===== src/rtl/tsn_cls_pkg.sv =====
// Shared constants and types for the AXI-Stream frame classifier.
package tsn_cls_pkg;

    localparam logic [15:0] ETYPE_VLAN = 16'h8100;
    localparam logic [15:0] ETYPE_CRIT = 16'h66AB;
    localparam logic [15:0] ETYPE_PTP  = 16'h88F7;

    typedef enum logic [0:0] {
        IDLE     = 1'b0,
        IN_FRAME = 1'b1
    } cls_state_t;

endpackage : tsn_cls_pkg


===== src/rtl/axis_sat_counter.sv =====
// Saturating up-counter with synchronous clear; clear beats increment.
module axis_sat_counter #(
    parameter int CNT_WIDTH = 32
) (
    input  logic                 clk,
    input  logic                 rstn,
    input  logic                 inc,
    input  logic                 clr,
    output logic [CNT_WIDTH-1:0] q
);

    // Count register: clear first, then increment unless already all-ones.
    always_ff @(posedge clk or negedge rstn) begin
        if (!rstn) begin
            q <= {CNT_WIDTH{1'b0}};
        end else if (clr) begin
            q <= {CNT_WIDTH{1'b0}};
        end else if (inc && (q != {CNT_WIDTH{1'b1}})) begin
            q <= q + {{(CNT_WIDTH-1){1'b0}}, 1'b1};
        end else begin
            q <= q;
        end
    end

endmodule : axis_sat_counter


===== src/rtl/axis_frame_classifier.sv =====
// Passive AXI-Stream frame classifier. Looks at the first beat of each frame,
// strips an optional 802.1Q tag and matches the EtherType against a small
// programmable rule table. Results are registered one cycle after the first
// beat and held until the next frame.
// Optional feature macro: AXIS_CLS_COUNTERS_EN adds per-class frame counters.
module axis_frame_classifier
    import tsn_cls_pkg::*;
#(
    parameter int DATA_WIDTH = 256,
    parameter int NUM_RULES  = 4,
    parameter int CNT_WIDTH  = 32,
    localparam int IDX_W     = (NUM_RULES > 1) ? $clog2(NUM_RULES) : 1
) (
    input  logic                      axis_aclk,
    input  logic                      rstn,
    input  logic                      axis_tvalid,
    input  logic                      axis_tready,
    input  logic [DATA_WIDTH-1:0]     axis_tdata,
    input  logic                      axis_tlast,
    input  logic [16*NUM_RULES-1:0]   cfg_rule_etype,
    input  logic [NUM_RULES-1:0]      cfg_rule_en,
    output logic                      cls_valid,
    output logic                      cls_hit,
    output logic [IDX_W-1:0]          cls_rule_idx,
    output logic                      cls_vlan,
    output logic [2:0]                cls_pcp,
    output logic                      is_it_frame
`ifdef AXIS_CLS_COUNTERS_EN
    ,
    input  logic                      cnt_clear,
    output logic [CNT_WIDTH-1:0]      cnt_it,
    output logic [CNT_WIDTH*NUM_RULES-1:0] cnt_rule
`endif
);

    cls_state_t       state_r;
    cls_state_t       state_nxt_s;
    logic             beat_s;
    logic             first_beat_s;
    logic [15:0]      et1_s;
    logic [15:0]      et_s;
    logic             vlan_s;
    logic [2:0]       pcp_s;
    logic             hit_s;
    logic [IDX_W-1:0] idx_s;
    logic             unused_tdata_s;

    assign beat_s       = axis_tvalid && axis_tready;
    assign first_beat_s = beat_s && (state_r == IDLE);

    // Only bytes 12..17 of the first beat matter; the rest is ignored on purpose.
    assign unused_tdata_s = ^axis_tdata;

    // State register: tracks whether the next accepted beat starts a frame.
    always_ff @(posedge axis_aclk or negedge rstn) begin
        if (!rstn) begin
            state_r <= IDLE;
        end else begin
            state_r <= state_nxt_s;
        end
    end

    // Next-state: a non-last beat opens a frame, a last beat closes it.
    always_comb begin
        state_nxt_s = state_r;
        case (state_r)
            IDLE: begin
                if (beat_s && !axis_tlast) begin
                    state_nxt_s = IN_FRAME;
                end else begin
                    state_nxt_s = IDLE;
                end
            end
            IN_FRAME: begin
                if (beat_s && axis_tlast) begin
                    state_nxt_s = IDLE;
                end else begin
                    state_nxt_s = IN_FRAME;
                end
            end
            default: begin
                state_nxt_s = IDLE;
            end
        endcase
    end

    // Header decode: outer EtherType, optional VLAN tag, effective EtherType.
    always_comb begin
        et1_s  = {axis_tdata[8*12 +: 8], axis_tdata[8*13 +: 8]};
        vlan_s = 1'b0;
        pcp_s  = 3'd0;
        et_s   = et1_s;
        if (et1_s == ETYPE_VLAN) begin
            vlan_s = 1'b1;
            pcp_s  = axis_tdata[8*14+5 +: 3];
            et_s   = {axis_tdata[8*16 +: 8], axis_tdata[8*17 +: 8]};
        end else begin
            vlan_s = 1'b0;
            pcp_s  = 3'd0;
            et_s   = et1_s;
        end
    end

    // Rule match: scan from the top so the lowest matching index is left last.
    always_comb begin
        hit_s = 1'b0;
        idx_s = {IDX_W{1'b0}};
        for (int i = NUM_RULES - 1; i >= 0; i--) begin
            if (cfg_rule_en[i] && (cfg_rule_etype[16*i +: 16] == et_s)) begin
                hit_s = 1'b1;
                idx_s = IDX_W'(i);
            end else begin
                hit_s = hit_s;
                idx_s = idx_s;
            end
        end
    end

    // Result registers: pulse on the first beat, hold classification otherwise.
    always_ff @(posedge axis_aclk or negedge rstn) begin
        if (!rstn) begin
            cls_valid    <= 1'b0;
            cls_hit      <= 1'b0;
            cls_rule_idx <= {IDX_W{1'b0}};
            cls_vlan     <= 1'b0;
            cls_pcp      <= 3'd0;
            is_it_frame  <= 1'b1;
        end else if (first_beat_s) begin
            cls_valid    <= 1'b1;
            cls_hit      <= hit_s;
            cls_rule_idx <= idx_s;
            cls_vlan     <= vlan_s;
            cls_pcp      <= pcp_s;
            is_it_frame  <= !hit_s;
        end else begin
            cls_valid    <= 1'b0;
            cls_hit      <= cls_hit;
            cls_rule_idx <= cls_rule_idx;
            cls_vlan     <= cls_vlan;
            cls_pcp      <= cls_pcp;
            is_it_frame  <= is_it_frame;
        end
    end

`ifdef AXIS_CLS_COUNTERS_EN
    logic [NUM_RULES-1:0] rule_inc_s;
    logic                 it_inc_s;

    assign it_inc_s = cls_valid && !cls_hit;

    axis_sat_counter #(
        .CNT_WIDTH (CNT_WIDTH)
    ) u_cnt_it (
        .clk  (axis_aclk),
        .rstn (rstn),
        .inc  (it_inc_s),
        .clr  (cnt_clear),
        .q    (cnt_it)
    );

    for (genvar g = 0; g < NUM_RULES; g++) begin : g_rule_cnt
        assign rule_inc_s[g] = cls_valid && cls_hit && (cls_rule_idx == IDX_W'(g));

        axis_sat_counter #(
            .CNT_WIDTH (CNT_WIDTH)
        ) u_cnt_rule (
            .clk  (axis_aclk),
            .rstn (rstn),
            .inc  (rule_inc_s[g]),
            .clr  (cnt_clear),
            .q    (cnt_rule[g*CNT_WIDTH +: CNT_WIDTH])
        );
    end
`endif

endmodule : axis_frame_classifier


===== config.mk =====
export PLATFORM = sky130hd
export DESIGN_NAME = axis_frame_classifier
export DESIGN_NICKNAME = d
export VERILOG_FILES = /design/src/rtl/tsn_cls_pkg.sv /design/src/rtl/axis_sat_counter.sv /design/src/rtl/axis_frame_classifier.sv
export SDC_FILE = /design/constraint.sdc
export NUM_CORES = 1
export LEC_CHECK = 0
export CORE_AREA = 2 2 132 134
export DETAILED_ROUTE_END_ITERATION = 8
export DIE_AREA = 0 0 134 136
export GPL_ROUTABILITY_DRIVEN = 1
export PLACE_DENSITY_LB_ADDON = 0.15
export SYNTH_ARGS = -nofsm -noshare
export SYNTH_HDL_FRONTEND = slang
export SYNTH_SLANG_ARGS = --single-unit

===== constraint.sdc =====
create_clock -name axis_aclk -period 2 [get_ports axis_aclk]
set_clock_uncertainty 0.2 [all_clocks]
set_input_delay 0.2 -clock axis_aclk [delete_from_list [all_inputs] [get_ports axis_aclk]]
set_output_delay 0.2 -clock axis_aclk [all_outputs]
set_load 0.01 [all_outputs]

==> flow_summary.yaml <==
timing:
  min_period_ns: 2.53
  setup_viol: 4
  worst_pin_slew_ns: 0.503
  max_freq_ghz: 0.396
  maxSlewViolCount: 0
  hold_viol_final: 0
  maxSlewHeadroom: 0.664
  setup_ws_ns: -0.528
  finalCritPeriodShare: 1.26
  rsz0062_at_grt: "true"
worst_setup_path:
  max_stage_delay_ns: 0.55
  worst-path-max-fanout: 3
  cp-endpoint: "cls_rule_idx[1]$_DFFE_PN0P_"
  cpMaxStageDelayCell: "or4_4"
  reg2reg_to: "cls_rule_idx[1]$_DFFE_PN0P_"
  cpLargestDelayFamily: "simple AND/OR/NAND/NOR gates"
  r2r_slack_ns: -0.15
  startpoint: "axis_tdata[102]"
  cp-start-kind: "input pin"
  arrival_ns: 2.44
  cp.depth: 10
  crit_type: "in2reg"
  crit_chain: "buf_8, or4_4, o41ai_4, buf_4, xor2_1, o2111ai_2, nor4_1, nand4_1, o21ai_2, nor3_1"
  cp.required_ns: 1.92
  crit_buf_inv: 2
  r2r_cells: 7
  end_kind: "register"
grt:
  antenna_found_initial: 0
  grt_pass1_vias: 2957
  grt_pass1_wl_mm: 18.6
  grtUsageTotal: 0.138
  grt_max_degree: 11
  gr-total-overflow: 0
cells_and_area:
  fin_nets: 765
  syn_to_final_growth_pct: 144
  num_antenna_cells: 0
  fin_util: 0.248
  drive_gt1_frac: 0.361
  final_common_cell: "buf_4"
  fin_area_mm2: 0.00419
  most-common-layout-cells: "buf_4, clkdlybuf4s50_1, xnor2_1, inv_1, nand2_1"
outcome:
  violations: "setup timing"
  outcome: "finished, violations left"
logic_synthesis:
  synthXorXnorAreaFrac: 0.209
  synthMuxAreaShare: 0
  synth_area_mm2: 0.00172
  postSynthAreaPerCell_um2: 7.75
  synth_top_family_by_area: "simple AND/OR/NAND/NOR gates"
  yosys_warnings: 0
  synthSimpleGateAreaFrac: 0.307
  ys_types: 52
  ys_seq_elements: 10
  seq_area_frac_synth: 0.146
  yosys.area_share.adder: 0
  ys_async_sr_fraction: 1.00
  syn-num-nets: 551
  ys.flop_type: "dfrtp_1"
  postSynthCellCount: 222
  synth_compound_area_frac: 0.271
  synth_edf_count: 0
pwr:
  power_density_mw_per_mm2: 324
  fin_total_pwr_mw: 1.36
  max-vdd-ir-drop_mv: 0.232
  p_leak_nw: 1.71
run:
  maxCapViolCount: 0
detailed_routing:
  wl_per_cell_um: 19.3
  vias_per_cell: 4.10
  first_iter_violations: 107
  drtPass1Iterations: 4
  routed_wl_mm: 12.8
  drcViolationCount: 0
  vias: 2709
  antenna_left: 0
clocking:
  cts_buffer_depth: 2
  root_buffer: "clkbuf_16"
  clkTransAtPathRegs_ns: 0.04
  cts_tree: "built"
  cts.sinks: 10
  clk_latency_ns: 0.24
  cts_buffers: 3
  cts_max_level: 1
die:
  rows: 48
  die_h_um: 136
  ios: 338
  dieArea_mm2: 0.0182
  core_mm2: 0.0169
  die_x_um: 134
  start_util: 0.102
placed_design:
  hpwl_mm: 11.3
  place.gp.congestion: 0.902
  pre_cts_slack_ns: -1.31
  place_area_mm2: 0.00389
  io_buffers: 116
hold_path:
  hp-class: "in2async"
==> power by group <==
| part | internal [mW] | switching (mW) |
|---|---|---|
| clock | 0.301 | 0.0957 |
| sequential | 0.215 | 0.00760 |
| combinational | 0.425 | 0.316 |
==> area by class of cell <==
| class | instances | area (µm²) |
|---|---|---|
| timing repair buffer | 216 | 1900 |
| inverter | 22 | 82.6 |
| fill | 1863 | 12700 |
| clock buffer | 4 | 88.8 |
| tap | 225 | 282 |
| multi-input combinational | 183 | 1590 |
| sequential | 10 | 251 |
==> worst min path at each step <==
stage                                 startpoint                    endpoint  slack [ns]
after CTS                                   rstn      cls_pcp[0]$_DFFE_PN0P_        0.12
after floorplan                             rstn  asynchronous set/reset pin       -0.30
after global placement                  register                    register        0.26
after detailed placement  cls_pcp[0]$_DFFE_PN0P_      cls_pcp[0]$_DFFE_PN0P_        0.27
final                                       rstn  asynchronous set/reset pin        0.10
after global routing                        rstn  asynchronous set/reset pin        0.14
==> per-stage QoR <==
stage | std cells | setup TNS (ns) | hold WS [ns]
2_1_floorplan | 222 | -1.03 | -0.296
3_3_place_gp | 652 | -5.49 | 0.262
3_5_place_dp | 652 | -5.54 | 0.268
4_1_cts | 660 | -1.98 | 0.117
5_1_grt | 660 | -2.17 | 0.145
6_report | 660 | -1.99 | 0.104
==> flip-flops by register name, indices dropped and copies added (netlist names), named ones only <==
name,count
cls_pcp,3
is_it_frame,1
cls_hit,1
cls_vlan,1
cls_valid,1
cls_rule_idx,2
==> layer usage <==
metal / routed length [µm] / global-route usage / vias to the layer above / share of wire
met3: 708 / 0.0246 / 18 / 0.056
li1: - / - / 1281 / -
met5: 0 / 0 / - / 0
met2: 6530 / 0.253 / 115 / 0.51
met1: 5270 / 0.166 / 1295 / 0.41
met4: 245 / 0.0355 / 0 / 0.019
==> cell usage after synthesis (5+ instances only) <==
| cell | count | area (µm²) |
|---|---|---|
| a21oi_1 | 8 | 40.0 |
| a22oi_1 | 5 | 37.5 |
| a41oi_1 | 9 | 78.8 |
| dfrtp_1 | 9 | 225 |
| inv_1 | 22 | 82.6 |
| nand2_1 | 15 | 56.3 |
| nand3_1 | 7 | 35.0 |
| nand4_1 | 6 | 37.5 |
| nor2_1 | 9 | 33.8 |
| nor3_1 | 6 | 30.0 |
| nor4_1 | 9 | 56.3 |
| nor4b_1 | 8 | 70.1 |
| o21ai_0 | 5 | 25.0 |
| xnor2_1 | 31 | 272 |
| xor2_1 | 10 | 87.6 |
==> worst reg2reg max path, cell delays in order (launching register included) <==
cell,delay (ns)
dfrtp_1,0.38
or2_2,0.31
inv_1,0.17
nand3_1,0.09
nor4_1,0.42
nand4_1,0.23
o21ai_2,0.14
nor3_1,0.08
==> what timing repair did <==
item,4_1_cts,5_1_grt
endpoints found under the setup margin,4,4
pin swaps,24,14
hold buffers,0,0
gates resized for setup,90,31
buffers inserted,4,0
==> kinds of logic (layout without fill, tap and decap cells) <==
| kind of cell | after synthesis | count (layout) |
|---|---|---|
| buffers and inverters | 29 | 242 |
| flip-flops | 10 | 10 |
| AND/OR/NAND/NOR | 82 | 82 |
| AO/OA/AOI/OAI | 60 | 60 |
| XOR/XNOR | 41 | 41 |
(Power assumes the default switching activity.)
